## src/rtl/nn_input_pkg.sv

```systemverilog
// Shared types and fixed-point helpers for the NN input framer.
// fx_convert is fixed to the default widths so other code can use it as a scalar reference.
package nn_input_pkg;

  typedef enum logic [1:0] {
    COLLECT,
    PUBLISH,
    DISCARD
  } state_t;

  function automatic int sh_of(input int in_nfrac, input int nfrac);
    return in_nfrac - nfrac;
  endfunction

  localparam int DEF_IN_WIDTH = 24;
  localparam int DEF_IN_NFRAC = 12;
  localparam int DEF_WIDTH    = 16;
  localparam int DEF_NFRAC    = 8;
  localparam int SH           = sh_of(DEF_IN_NFRAC, DEF_NFRAC);

  localparam logic signed [DEF_IN_WIDTH:0] DEF_HALF =
      (SH > 0) ? (DEF_IN_WIDTH+1)'(1 << (SH - 1)) : '0;
  localparam logic signed [DEF_IN_WIDTH:0] DEF_MAX =
      (DEF_IN_WIDTH+1)'((1 << (DEF_WIDTH - 1)) - 1);
  localparam logic signed [DEF_IN_WIDTH:0] DEF_MIN =
      (DEF_IN_WIDTH+1)'(-(1 << (DEF_WIDTH - 1)));

  typedef struct packed {
    logic                        sat;
    logic signed [DEF_WIDTH-1:0] value;
  } fx_result_t;

  function automatic fx_result_t fx_convert(input logic signed [DEF_IN_WIDTH-1:0] in_data);
    logic signed [DEF_IN_WIDTH:0] ext;
    fx_result_t                   res;
    ext = {in_data[DEF_IN_WIDTH-1], in_data};
    ext = ext + DEF_HALF;
    ext = ext >>> SH;
    res.sat   = 1'b0;
    res.value = ext[DEF_WIDTH-1:0];
    if (ext > DEF_MAX) begin
      res.sat   = 1'b1;
      res.value = DEF_MAX[DEF_WIDTH-1:0];
    end else if (ext < DEF_MIN) begin
      res.sat   = 1'b1;
      res.value = DEF_MIN[DEF_WIDTH-1:0];
    end
    return res;
  endfunction

endpackage

```

## src/rtl/nn_input_framer_if.sv

```systemverilog
// Sample stream in, packed frame and status out, for the NN input framer.
interface nn_input_framer_if #(
  parameter int IN_WIDTH       = 24,
  parameter int WIDTH          = 16,
  parameter int SYS_INPUT_SIZE = 10,
  parameter int CNT_WIDTH      = 16
);
  logic signed [IN_WIDTH-1:0] s_data;
  logic                       s_valid;
  logic                       s_last;
  logic                       s_ready;

  logic signed [WIDTH-1:0]    out_data [0:SYS_INPUT_SIZE-1];
  logic                       out_valid;
  logic                       err_early;
  logic                       err_late;
  logic [CNT_WIDTH-1:0]       frame_count;
  logic [CNT_WIDTH-1:0]       sat_count;

  modport master (
    output s_data, s_valid, s_last,
    input  s_ready, out_data, out_valid, err_early, err_late, frame_count, sat_count
  );

  modport slave (
    input  s_data, s_valid, s_last,
    output s_ready, out_data, out_valid, err_early, err_late, frame_count, sat_count
  );
endinterface

```

## src/rtl/fx_round_sat.sv

```systemverilog
// Combinational fixed-point narrowing: round half up, then saturate, with a sat flag.
module fx_round_sat
  import nn_input_pkg::*;
#(
  parameter int IN_WIDTH = 24,
  parameter int IN_NFRAC = 12,
  parameter int WIDTH    = 16,
  parameter int NFRAC    = 8
) (
  input  logic signed [IN_WIDTH-1:0] in_data,
  output logic signed [WIDTH-1:0]    out_data,
  output logic                       sat
);
  localparam int SHIFT = sh_of(IN_NFRAC, NFRAC);

  // One guard bit above the input so adding the half-LSB can never wrap.
  localparam logic signed [IN_WIDTH:0] HALF =
      (SHIFT > 0) ? (IN_WIDTH+1)'(1 << (SHIFT - 1)) : '0;
  localparam logic signed [IN_WIDTH:0] MAXV = (IN_WIDTH+1)'((1 << (WIDTH - 1)) - 1);
  localparam logic signed [IN_WIDTH:0] MINV = (IN_WIDTH+1)'(-(1 << (WIDTH - 1)));

  logic signed [IN_WIDTH:0] ext;
  logic signed [IN_WIDTH:0] rnd;
  logic signed [IN_WIDTH:0] shf;

  always_comb begin
    ext      = {in_data[IN_WIDTH-1], in_data};
    rnd      = ext + HALF;
    shf      = rnd >>> SHIFT;
    sat      = 1'b0;
    out_data = shf[WIDTH-1:0];
    if (shf > MAXV) begin
      sat      = 1'b1;
      out_data = MAXV[WIDTH-1:0];
    end else if (shf < MINV) begin
      sat      = 1'b1;
      out_data = MINV[WIDTH-1:0];
    end
  end
endmodule

```

## src/rtl/nn_input_framer.sv

```systemverilog
// Converts a serial sample stream to NN fixed point and publishes complete frames in parallel.
// Malformed frames are dropped; the published frame only changes on a good frame.
module nn_input_framer
  import nn_input_pkg::*;
#(
  parameter int IN_WIDTH       = 24,
  parameter int IN_NFRAC       = 12,
  parameter int WIDTH          = 16,
  parameter int NFRAC          = 8,
  parameter int SYS_INPUT_SIZE = 10,
  parameter int CNT_WIDTH      = 16
) (
  input  logic              clk,
  input  logic              rst,
  nn_input_framer_if.slave  bus
);
  localparam int                IDX_W    = $clog2(SYS_INPUT_SIZE);
  localparam logic [IDX_W-1:0]  LAST_IDX = IDX_W'(SYS_INPUT_SIZE - 1);

  state_t                  state_reg, state_next;
  logic [IDX_W-1:0]        index_reg, index_next;
  logic                    out_valid_reg;
  logic                    err_early_reg, err_early_next;
  logic                    err_late_reg, err_late_next;
  logic [CNT_WIDTH-1:0]    frame_count_reg;
  logic [CNT_WIDTH-1:0]    sat_count_reg;

  logic                    ready;
  logic                    beat;
  logic                    capture;
  logic                    publish;
  logic signed [WIDTH-1:0] conv_data;
  logic                    conv_sat;

  fx_round_sat #(
    .IN_WIDTH (IN_WIDTH),
    .IN_NFRAC (IN_NFRAC),
    .WIDTH    (WIDTH),
    .NFRAC    (NFRAC)
  ) u_conv (
    .in_data  (bus.s_data),
    .out_data (conv_data),
    .sat      (conv_sat)
  );

  assign ready = (state_reg != PUBLISH);
  assign beat  = bus.s_valid && ready;

  always_comb begin
    state_next     = state_reg;
    index_next     = index_reg;
    err_early_next = 1'b0;
    err_late_next  = 1'b0;
    capture        = 1'b0;
    publish        = 1'b0;
    case (state_reg)
      COLLECT: begin
        if (beat) begin
          capture = 1'b1;
          if (index_reg == LAST_IDX) begin
            index_next = '0;
            if (bus.s_last) begin
              state_next = PUBLISH;
            end else begin
              err_late_next = 1'b1;
              state_next    = DISCARD;
            end
          end else if (bus.s_last) begin
            err_early_next = 1'b1;
            index_next     = '0;
          end else begin
            index_next = index_reg + 1'b1;
          end
        end
      end
      PUBLISH: begin
        publish    = 1'b1;
        state_next = COLLECT;
      end
      DISCARD: begin
        // Swallow the rest of an overlong frame up to its s_last.
        if (beat && bus.s_last) begin
          state_next = COLLECT;
          index_next = '0;
        end
      end
      default: state_next = COLLECT;
    endcase
  end

  always_ff @(posedge clk) begin
    if (rst) begin
      state_reg       <= COLLECT;
      index_reg       <= '0;
      out_valid_reg   <= 1'b0;
      err_early_reg   <= 1'b0;
      err_late_reg    <= 1'b0;
      frame_count_reg <= '0;
      sat_count_reg   <= '0;
    end else begin
      state_reg     <= state_next;
      index_reg     <= index_next;
      out_valid_reg <= publish;
      err_early_reg <= err_early_next;
      err_late_reg  <= err_late_next;
      if (publish) begin
        frame_count_reg <= frame_count_reg + 1'b1;
      end
      if (capture && conv_sat && (sat_count_reg != {CNT_WIDTH{1'b1}})) begin
        sat_count_reg <= sat_count_reg + 1'b1;
      end
    end
  end

  // Per-lane shadow (filled beat by beat) and published copy (updated only on PUBLISH).
  for (genvar gi = 0; gi < SYS_INPUT_SIZE; gi++) begin : g_lane
    logic signed [WIDTH-1:0] shadow_reg;
    logic signed [WIDTH-1:0] lane_out_reg;

    always_ff @(posedge clk) begin
      if (capture && (index_reg == IDX_W'(gi))) begin
        shadow_reg <= conv_data;
      end
    end

    always_ff @(posedge clk) begin
      if (rst) begin
        lane_out_reg <= '0;
      end else if (publish) begin
        lane_out_reg <= shadow_reg;
      end
    end

    assign bus.out_data[gi] = lane_out_reg;
  end

  assign bus.s_ready     = ready;
  assign bus.out_valid   = out_valid_reg;
  assign bus.err_early   = err_early_reg;
  assign bus.err_late    = err_late_reg;
  assign bus.frame_count = frame_count_reg;
  assign bus.sat_count   = sat_count_reg;
endmodule

```

## src/flat_wrapper.sv

```systemverilog
// flat-port wrapper written by rule: the top's interface ports become plain ports
module nn_input_framer_flat import nn_input_pkg::*;
#(
  parameter int IN_WIDTH       = 24,
  parameter int IN_NFRAC       = 12,
  parameter int WIDTH          = 16,
  parameter int NFRAC          = 8,
  parameter int SYS_INPUT_SIZE = 10,
  parameter int CNT_WIDTH      = 16
)
  (clk, rst, bus_s_data, bus_s_valid, bus_s_last, bus_s_ready, bus_out_data, bus_out_valid, bus_err_early, bus_err_late, bus_frame_count, bus_sat_count);
  nn_input_framer_if #(.IN_WIDTH(IN_WIDTH), .WIDTH(WIDTH), .SYS_INPUT_SIZE(SYS_INPUT_SIZE), .CNT_WIDTH(CNT_WIDTH)) bus_i ();
  input  logic clk;
  input  logic rst;
  input wire logic [$bits(bus_i.s_data)-1:0] bus_s_data;
  input wire logic [$bits(bus_i.s_valid)-1:0] bus_s_valid;
  input wire logic [$bits(bus_i.s_last)-1:0] bus_s_last;
  output wire logic [$bits(bus_i.s_ready)-1:0] bus_s_ready;
  output wire logic [$bits(bus_i.out_data)-1:0] bus_out_data;
  output wire logic [$bits(bus_i.out_valid)-1:0] bus_out_valid;
  output wire logic [$bits(bus_i.err_early)-1:0] bus_err_early;
  output wire logic [$bits(bus_i.err_late)-1:0] bus_err_late;
  output wire logic [$bits(bus_i.frame_count)-1:0] bus_frame_count;
  output wire logic [$bits(bus_i.sat_count)-1:0] bus_sat_count;
  assign bus_i.s_data = bus_s_data;
  assign bus_i.s_valid = bus_s_valid;
  assign bus_i.s_last = bus_s_last;
  assign bus_s_ready = bus_i.s_ready;
  assign bus_out_data = {>>{bus_i.out_data}};
  assign bus_out_valid = bus_i.out_valid;
  assign bus_err_early = bus_i.err_early;
  assign bus_err_late = bus_i.err_late;
  assign bus_frame_count = bus_i.frame_count;
  assign bus_sat_count = bus_i.sat_count;
  nn_input_framer #(.IN_WIDTH(IN_WIDTH), .IN_NFRAC(IN_NFRAC), .WIDTH(WIDTH), .NFRAC(NFRAC), .SYS_INPUT_SIZE(SYS_INPUT_SIZE), .CNT_WIDTH(CNT_WIDTH)) u_core (.clk(clk), .rst(rst), .bus(bus_i));
endmodule
```

## config.mk

```make
export PLATFORM = sky130hd
export DESIGN_NAME = nn_input_framer_flat
export DESIGN_NICKNAME = d
export VERILOG_FILES = /design/src/rtl/nn_input_pkg.sv /design/src/rtl/nn_input_framer_if.sv /design/src/rtl/fx_round_sat.sv /design/src/rtl/nn_input_framer.sv /design/src/flat_wrapper.sv
export SDC_FILE = /design/constraint.sdc
export NUM_CORES = 1
export LEC_CHECK = 0
export CAP_MARGIN = 20
export CORE_AREA = 4 4 163 165
export DETAILED_ROUTE_END_ITERATION = 16
export DIE_AREA = 0 0 167 169
export PLACE_DENSITY = 0.75
export SETUP_SLACK_MARGIN = 0.05
export SLEW_MARGIN = 10
export SYNTH_ARGS = -nofsm -noshare
export SYNTH_HDL_FRONTEND = slang
export SYNTH_SLANG_ARGS = --single-unit
```

## constraint.sdc

```tcl
create_clock -name clk -period 3.71 [get_ports clk]
set_clock_uncertainty 0.2 [all_clocks]
set_input_delay 0.742 -clock clk [delete_from_list [all_inputs] [get_ports clk]]
set_output_delay 0.742 -clock clk [all_outputs]
set_load 0.01 [all_outputs]
```

**Yosys cells after proc, flatten, opt, wreduce, memory -nomap -nowiden**

Index checks and enable logic that the tools add are counted.

- Register bits after elaboration: 361
- Logic and storage cells: 92

- Add/sub/neg operators: 4
- Magnitude comparators: 2
- Equality and inequality tests: 16
- Multiplexer cells: 19
- Bitwise logic cells: 3
- Reductions and logical operators: 21

Operators with widths:

| kind | number |
|---|---|
| adder 16 x 1 -> 16 bit, second input constant | 2 |
| 2-to-1 mux 16 bit | 2 |
| adder 24 x 5 -> 25 bit, second input constant | 1 |
| > comparator 21 x 16 -> 1 bit, second input constant | 1 |
| < comparator 21 x 16 -> 1 bit, second input constant | 1 |
| == test 4 x 3 -> 1 bit, second input constant | 4 |
| 2-to-1 mux 4 bit | 4 |
| != test 16 bit, second input constant | 1 |
| logical AND 1 bit | 14 |
| == test 4 x 2 -> 1 bit, second input constant | 2 |
| == test 4 bit, second input constant | 2 |
| 2-to-1 mux 2 bit | 4 |
| != test 2 x 1 -> 1 bit, second input constant | 4 |
| one-hot mux 4 bit (2 select lines) | 1 |
| OR reduction 4 bit | 2 |
| 2-to-1 mux 1 bit | 7 |
| AND reduction 3 bit | 2 |
| adder 4 x 1 -> 4 bit, second input constant | 1 |
| == test 4 x 1 -> 1 bit, second input constant | 1 |
| logical NOT 4 bit | 1 |
| one-hot mux 2 bit (2 select lines) | 1 |
| NOT 1 bit | 3 |
| == test 2 x 1 -> 1 bit, second input constant | 1 |
| == test 2 bit, second input constant | 1 |
| 2 further kinds | 2 |

**Depth between registers and ports, before layout**

Gate-level depths: netlist of run 1.

- Depth after elaboration: 6
- Depth in mapped cells: 10
- Mapped depth without buffers: 8

**Hierarchy**

Synthesis of run 1 repeated with hierarchy kept, for this count alone.

- Cell total of the unflattened synthesis: 1,212
- Area, all modules: 12,974.9 um^2

Modules (own cells, without submodules):

| module | instances | cells each | area an instance (um^2) | sequential area each (um^2) |
|---|---|---|---|---|
| nn_input_framer | 1 | 1,088 | 12,195.4 | 8,828.5 |
| fx_round_sat | 1 | 124 | 779.5 | 0.0 |

**Least setup slack after synthesis of run 1**

No wires, ideal clock.

- Kind: input port to flip-flop
- From: input bus_s_data[3]
- To: register u_core.sat_count_reg[2], in the netlist u_core.bus.sat_count[2]
- Setup time: 121 ps
- Data arrival time: 2,895 ps
- Required time: 3,389 ps
- Setup slack: 494 ps
- Stages: 9
- Cell sequence: ha_1 nand2_1 a211o_1 a32o_1 o31a_4 or4_4 buf_6 nor2_1 mux2_2

- Cells in the longest elaborated chain, start to end: 6

Ends and longest elaborated chain:

| what | RTL line | RTL |
|---|---|---|
| from (decl) | flat_wrapper.sv:15 | `input wire logic [$bits(bus_i.s_data)-1:0] bus_s_data;` |
| adder 24 x 5 -> 25 bit * | fx_round_sat.sv:28 | `rnd = ext + HALF;` |
| < comparator 21 x 16 -> 1 bit | fx_round_sat.sv:35 | `end else if (shf < MINV) begin` |
| 2-to-1 mux 1 bit | fx_round_sat.sv:35 |  |
| 2-to-1 mux 1 bit * | fx_round_sat.sv:32 | `if (shf > MAXV) begin` |
| logical AND 1 bit * (2 in a row) | nn_input_framer.sv:109 | `if (capture && conv_sat && (sat_count_reg != {CNT_WIDTH{1'b1}})) begin` |
| to (signal assigned) | nn_input_framer.sv:110 | `sat_count_reg <= sat_count_reg + 1'b1;` |
| to (decl) | nn_input_framer.sv:26 | `logic [CNT_WIDTH-1:0] sat_count_reg;` |

Mark *: on every way between the ends. The rest lies on a longest branch, timed or not.
A chain may end at the register's enable or synchronous reset.

**Final worst setup path of run 1**

- From: input bus_s_data[3]
- To: register u_core.sat_count_reg[3], in the netlist u_core.bus.sat_count[3]

Same word-level chain as after synthesis.

==> impl_metrics.yaml, run 1 <==
setup_path:
  cp_slowest_cell: "sky130_fd_sc_hd__or4_4"
  crit_chain: "clkdlybuf4s50_1, ha_1, nand2_1, a211o_1, a32o_1, o31a_4, or4_4, or4_1, nand2_1"
  critical_path.endpoint_type: "flip-flop"
  critical_path.max_stage_delay_ns: 0.60
  worst_r2r_path_depth: 6
  worst-path-max-fanout: 11
  cpMostUsedCell: "sky130_fd_sc_hd__nand2_1"
  r2r_end: "u_core.bus.sat_count[3]"
  cp.buffers_inverters: 1
  timing.critical_path.required_ns: 3.97
  crit-reg2reg-launch: "u_core.state_reg[0]"
  worst-endpoint-arrival_ns: 3.54
  crit_start: "bus_s_data[3]"
  r2r_setup_slk_ns: 1.34
  family_with_the_most_delay_on_the_worst_path: "simple AND/OR/NAND/NOR gates"
  timing.setup.critical_path_class: "in2reg"
  cp-start-kind: "input port"
worst_hold_path:
  hold_path.startpoint: "u_core.state_reg[0]"
  hold_path_endpoint: "u_core.state_reg[1]"
  min-delay-path-class: "reg2reg"
  hold_path_depth: 1
routing:
  detail_route.wl_per_cell_um: 17.5
  vias: 9420
  drtPass1Iterations: 5
  viasPerCell: 5.23
  drcViolationCount: 0
  drt_wl_total_mm: 31.6
  final_antenna_net_count: 0
  initialDrtViolationCount: 740
grt:
  antenna_found_initial: 0
  first_global_vias: 9048
  gr-usage-all-layers: 0.219
  grt_first_pass_wirelength_mm: 49.3
  global_route.overflow_total: 0
  maximum_number_of_pins_on_one_net_before_global_route_repair: 117
timing:
  grt_setup_unrepaired: "false"
  timing.final.hold_violations: 0
  timing.final.max_slew_violations: 0
  finalSetupViolCount: 0
  worst_pin_slew_ns: 0.910
  final.period_utilization: 0.883
  slew_headroom: 0.393
  final_period_minus_worst_setup_slack_ns: 3.28
  fin_ws_ns: 0.435
  max_freq_mhz: 305
clock_network:
  insertion_delay_ns: 0.52
  postCtsHoldBufs: 0
  cts-buffers-inserted: 36
  cts_tree: "done"
  cts-htree-levels: 2
  cts.clk_slew.worst_paths_ns: 0.06
  post_cts_resized: 0
  root_buffer: "sky130_fd_sc_hd__clkbuf_16"
  tritoncts_num_sinks: 361
  ctsLongestPathBuffers: 3
  cts_post_setup_buffers_inserted: 0
logic_synthesis:
  synth-seq-cells: 361
  synth-edff-count: 160
  postSynth.topFlopCell: "sky130_fd_sc_hd__dfxtp_1"
  synth.yosys.seq_area_share: 0.688
  synthesis.area_per_instance_um2: 10.8
  syn-cell-area_um2: 12800
  synth.net_count: 1222
  postSynthCellCount: 1187
  synthArstFlopShare: 0
  synth-warning-count: 0
  post_synth_num_cell_types: 50
floorplan:
  fp.dieArea_um2: 28200
  core.rowCount: 58
  coreArea_um2: 25000
  die_y_um: 169
  die_width_um: 167
  initial_core_util: 0.512
  ios: 224
pwr:
  power_per_cell_area_nw_per_um2: 486
  p_leak_uw: 0.00566
  power.ir.vdd_worst_v: 0.000303
cells_and_area:
  nFillCells: 1886
  flow.area_growth_from_synthesis_pct: 33.1
  ff_latch_area_um2: 8830
  drive_gt1_frac: 0.105
  design.final.nets: 1477
  multi_input_comb_area_um2: 3760
  final_util: 0.682
status:
  run_status: "finished clean"
placed_design:
  pre_cts_slack_ns: -0.0704
  buffer_ports.inserted: 220
  globalplace.congestion: 0.831
  place.detailed.hpwl_mm: 20.2
run:
  drv_cap: 0
-- worst max path at each step --
| stage | endpoint | slack, ns | cells after the start |
|---|---|---|---|
| global route | u_core.bus.sat_count[3] | 0.34 | 9 |
| global placement | u_core.g_lane[2].shadow_reg[4] | -0.06 | 8 |
| detailed placement | u_core.bus.sat_count[3] | -0.07 | 9 |
| floorplan | u_core.bus.sat_count[2] | 0.49 | 9 |
| finish | u_core.bus.sat_count[3] | 0.43 | 9 |
| CTS | u_core.bus.sat_count[3] | 0.47 | 9 |
-- metrics by stage --
step	hold WS [ns]	TNS, ns	power (µW)	instance area (µm²)	instances
6_report	0.247	0	8300	17100	1801
2_1_floorplan	0.199	0	4390	12800	1187
4_1_cts	0.247	0	8380	17100	1800
3_3_place_gp	0.205	-0.651	4570	15800	1734
3_5_place_dp	0.235	-0.592	4570	15800	1734
5_1_grt	0.268	0	8570	17100	1800
-- power breakdown --
part / switching [µW] / internal, µW / total, µW
clock network: 1490 / 2330 / 3820
registers: 9.76 / 4180 / 4190
logic: 183 / 107 / 290
-- routing by layer --
| metal | global-route usage | part of all wire | vias to the layer above |
|---|---|---|---|
| li1 | - | - | 4590 |
| met1 | 0.289 | 0.42 | 4439 |
| met2 | 0.369 | 0.48 | 345 |
| met3 | 0.0479 | 0.078 | 46 |
| met4 | 0.0598 | 0.023 | 0 |
| met5 | 0 | 0 | - |
-- synth_stat cells (all sizes together) (2+ instances only) --
| cell type | count | area share |
|---|---|---|
| and4 | 3 | 0.0020 |
| a21oi | 176 | 0.069 |
| nor3b | 3 | 0.0018 |
| nor2b | 5 | 0.0024 |
| nand2 | 341 | 0.10 |
| nand3b | 2 | 0.0012 |
| xor2 | 17 | 0.012 |
| buf | 8 | 0.0030 |
| nand4 | 18 | 0.0093 |
| and2 | 14 | 0.0068 |
| nor4 | 10 | 0.0049 |
| or3 | 9 | 0.0044 |
| o21ai | 27 | 0.011 |
| ha | 7 | 0.0068 |
| or4 | 2 | 0.0015 |
| nor3 | 6 | 0.0032 |
| nor2 | 41 | 0.012 |
| and3b | 2 | 0.0015 |
| o211ai | 2 | 0.0012 |
| inv | 10 | 0.0029 |
| xnor2 | 15 | 0.010 |
| clkbuf | 58 | 0.017 |
| or2 | 6 | 0.0029 |
| mux2 | 4 | 0.0035 |
| and3 | 9 | 0.0044 |
| dfxtp | 201 | 0.31 |
| nand3 | 19 | 0.0088 |
| edfxtp | 160 | 0.37 |
-- cell type report --
type,instances,area share
Antenna cell,1,0.000147
Clock buffer,45,0.0602
Clock inverter,21,0.0150
Inverter,10,0.00234
Multi-Input combinational cell,750,0.220
Sequential cell,361,0.517
Tap cell,330,0.0242
Timing Repair Buffer,283,0.161
-- cell families (layout without fill, tap and decap cells) --
group                      after synthesis  after routing  share of synthesized area
xor gates and xnor gates                32             32                     0.0218
other                                    0              1                          0
buffers and inverters                   76            359                     0.0229
and+or+nand+nor                        492            492                      0.168
muxes                                    5              5                    0.00429
AOI/OAI and AO/OA                      214            214                     0.0880
adders and majority gates                7              7                    0.00683
DFF                                    361            361                      0.688
-- layout by cell type (no fill, tap or decap), types with 2 or more instances in the layout --
cell and instances:
sky130_fd_sc_hd__clkinvlp_4 2, sky130_fd_sc_hd__o21ai_1 4, sky130_fd_sc_hd__clkbuf_16 38, sky130_fd_sc_hd__and2_0 2, sky130_fd_sc_hd__and3_1 9, sky130_fd_sc_hd__dfxtp_1 201, sky130_fd_sc_hd__and2_1 12, sky130_fd_sc_hd__clkdlybuf4s50_1 219
sky130_fd_sc_hd__inv_1 9, sky130_fd_sc_hd__clkinv_1 3, sky130_fd_sc_hd__xnor2_1 15, sky130_fd_sc_hd__clkbuf_8 5, sky130_fd_sc_hd__nand2_1 341, sky130_fd_sc_hd__buf_12 6, sky130_fd_sc_hd__clkinv_2 7, sky130_fd_sc_hd__nand3_1 17
sky130_fd_sc_hd__nor2_1 39, sky130_fd_sc_hd__ha_1 7, sky130_fd_sc_hd__clkinv_4 2, sky130_fd_sc_hd__nor2b_1 5, sky130_fd_sc_hd__nor4_1 10, sky130_fd_sc_hd__a21oi_1 176, sky130_fd_sc_hd__or2_2 4, sky130_fd_sc_hd__or3_1 9
sky130_fd_sc_hd__edfxtp_1 160, sky130_fd_sc_hd__xor2_1 17, sky130_fd_sc_hd__o211ai_1 2, sky130_fd_sc_hd__nor3_1 4, sky130_fd_sc_hd__and4_1 3, sky130_fd_sc_hd__nand4_1 17, sky130_fd_sc_hd__o21ai_0 13, sky130_fd_sc_hd__o21ai_2 10
sky130_fd_sc_hd__clkbuf_1 2, sky130_fd_sc_hd__bufinv_16 5, sky130_fd_sc_hd__mux2_2 4, sky130_fd_sc_hd__or2_1 2, sky130_fd_sc_hd__nor3b_1 3, sky130_fd_sc_hd__buf_4 57, sky130_fd_sc_hd__nand3b_1 2
(Power assumes the default switching activity.)
==> inputs of run 2 (changes only) <==
- CORE_AREA: 4 4 163 165 -> 4 4 138 193
- DIE_AREA: 0 0 167 169 -> 0 0 142 197
==> run 2 against run 1 <==
Compared with the run above:
- core utilization decreased by 0.35 points
- first-iteration DRC count decreased by 17%
- global-route usage increased by 0.46 points
- critical path depth decreased by 1
- via count increased by 0.63%
- wire length increased by 1.7%
- non-clock buffer count decreased by 5
- fmax decreased by 2.5%
- hold slack got worse by 0.025 ns
==> impl_metrics.yaml, run 2 (same netlist as run 1, synthesis figures left out) <==
grt:
  first_global_vias: 9232
  gr-usage-all-layers: 0.224
  grt_first_pass_wirelength_mm: 49.3
  antenna_found_initial: 0
  maximum_number_of_pins_on_one_net_before_global_route_repair: 131
  global_route.overflow_total: 0
setup_path:
  timing.critical_path.required_ns: 3.68
  cp_slowest_cell: "sky130_fd_sc_hd__o21ai_2"
  critical_path.max_stage_delay_ns: 0.69
  crit_chain: "clkdlybuf4s50_1, ha_1, nand4_1, o41a_1, a211oi_1, o31a_4, nor2_1, o21ai_2"
  worst-endpoint-arrival_ns: 3.33
  timing.setup.critical_path_class: "in2reg"
  r2r_setup_slk_ns: 1.05
  critical_path.endpoint_type: "flip-flop"
  worst_r2r_path_depth: 6
  r2r_end: "u_core.g_lane[9].lane_out_reg[6]"
  crit-reg2reg-launch: "u_core.state_reg[0]"
  worst-path-max-fanout: 10
  cp-start-kind: "input port"
clock_network:
  ctsLongestPathBuffers: 3
  tritoncts_num_sinks: 361
  root_buffer: "sky130_fd_sc_hd__clkbuf_16"
  cts-htree-levels: 2
  cts.clk_slew.worst_paths_ns: 0.06
  post_cts_resized: 0
  insertion_delay_ns: 0.49
  postCtsHoldBufs: 0
  cts-buffers-inserted: 34
  cts_tree: "done"
  cts_post_setup_buffers_inserted: 0
timing:
  final.period_utilization: 0.906
  timing.final.hold_violations: 0
  timing.setup.tns_ns: 0
  timing.final.max_slew_violations: 0
  worst_hold_slack_ns: 0.223
  max_freq_mhz: 298
  worst_pin_slew_ns: 1.06
  final_period_minus_worst_setup_slack_ns: 3.36
  grt_setup_unrepaired: "false"
  finalSetupViolCount: 0
  slew_headroom: 0.295
floorplan:
  fp.dieArea_um2: 28000
  ios: 224
  die_y_um: 197
  coreArea_um2: 24800
  initial_core_util: 0.518
  die_width_um: 142
  core.rowCount: 68
pwr:
  power_per_cell_area_nw_per_um2: 465
  p_leak_uw: 0.00553
  intPower_uw: 6180
  power.share.clock: 0.426
  power_switching_share: 0.208
  power.share.sequential: 0.537
  p_switching_uw: 1620
  comb_power_share: 0.037
  power.ir.vdd_worst_v: 0.000415
placed_design:
  globalplace.congestion: 0.823
  placed_cells: 1714
  buffer_ports.inserted: 220
  place.detailed.hpwl_mm: 20.8
  postPlaceCellArea_um2: 15700
cells_and_area:
  commonest_cells_after_routing_fill_and_taps_aside: "sky130_fd_sc_hd__nand2_1, sky130_fd_sc_hd__clkdlybuf4s50_1, sky130_fd_sc_hd__dfxtp_1"
  finish.cell_count_without_fillers: 1775
  design.final.nets: 1470
  finish.instance_area_um2: 16800
  flow.area_growth_from_synthesis_pct: 31.0
  antennaDiodeCount: 0
  drive_gt1_frac: 0.0952
  mostFrequentLayoutCell: "sky130_fd_sc_hd__nand2_1"
routing:
  vias: 9479
  viasPerCell: 5.34
  initialDrtViolationCount: 611
  final_antenna_net_count: 0
  drt_wl_total_mm: 32.1
  drtPass1Iterations: 4
  drcViolationCount: 0
  detail_route.wl_per_cell_um: 18.1
worst_hold_path:
  hold_path.startpoint: "u_core.state_reg[0]"
  hold_path_depth: 1
  hold_path_endpoint: "u_core.state_reg[1]"
  min-delay-path-class: "reg2reg"
run:
  drv_cap: 0
status:
  run_status: "finished clean"
-- run 2: per-stage QoR --
stage | util | setup WS (ns) | power, µW
6_report | 0.679 | 0.350 | 7810
4_1_cts | 0.679 | 0.322 | 7870
3_3_place_gp | 0.635 | -0.0823 | 4560
3_5_place_dp | 0.635 | -0.191 | 4570
5_1_grt | 0.679 | 0.229 | 8040
2_1_floorplan | - | 0.494 | 4390
-- run 2: layout make-up --
class	count	area, µm²
Timing Repair Buffer	278	2700
Sequential cell	361	8830
Clock inverter	19	143
Tap cell	315	394
Clock buffer	42	943
Inverter	10	40.0
Fill cell	1849	7960
Multi-Input combinational cell	750	3750
-- run 2: power groups by stage --
stage               combinational, µW  sequential (µW)  clock (µW)
floorplan                         106             4280           0
global placement                  279             4280           0
detailed placement                287             4280           0
CTS                               288             4190        3380
global route                      306             4190        3550
finish                            285             4190        3330
-- run 2: worst max-delay path by stage --
stage / endpoint / from / cells after the start / slack, ns
finish: u_core.g_lane[0].shadow_reg[1] / bus_s_data[3] / 8 / 0.35
global route: u_core.g_lane[3].shadow_reg[1] / bus_s_data[3] / 8 / 0.23
CTS: u_core.g_lane[0].shadow_reg[1] / bus_s_data[3] / 8 / 0.32
detailed placement: u_core.g_lane[2].shadow_reg[1] / bus_s_data[3] / 8 / -0.19
global placement: u_core.g_lane[3].shadow_reg[1] / bus_s_data[3] / 8 / -0.08
floorplan: u_core.bus.sat_count[2] / bus_s_data[3] / 9 / 0.49
-- run 2: worst max-delay path: cells and delay by family --
family / cells / cell delay [ns]
AOI/OAI and AO/OA: 4 / 1.65
and+or+nand+nor: 2 / 0.24
buffers and inverters: 1 / 0.48
adders and majority gates: 1 / 0.19
-- run 2: per-layer routing --
| metal | vias up | global-route usage | routed length (µm) |
|---|---|---|---|
| met5 | - | 0 | 0 |
| met4 | 0 | 0.0708 | 945 |
| met3 | 58 | 0.0400 | 1770 |
| met2 | 299 | 0.410 | 17100 |
| met1 | 4563 | 0.264 | 12300 |
| li1 | 4559 | - | - |
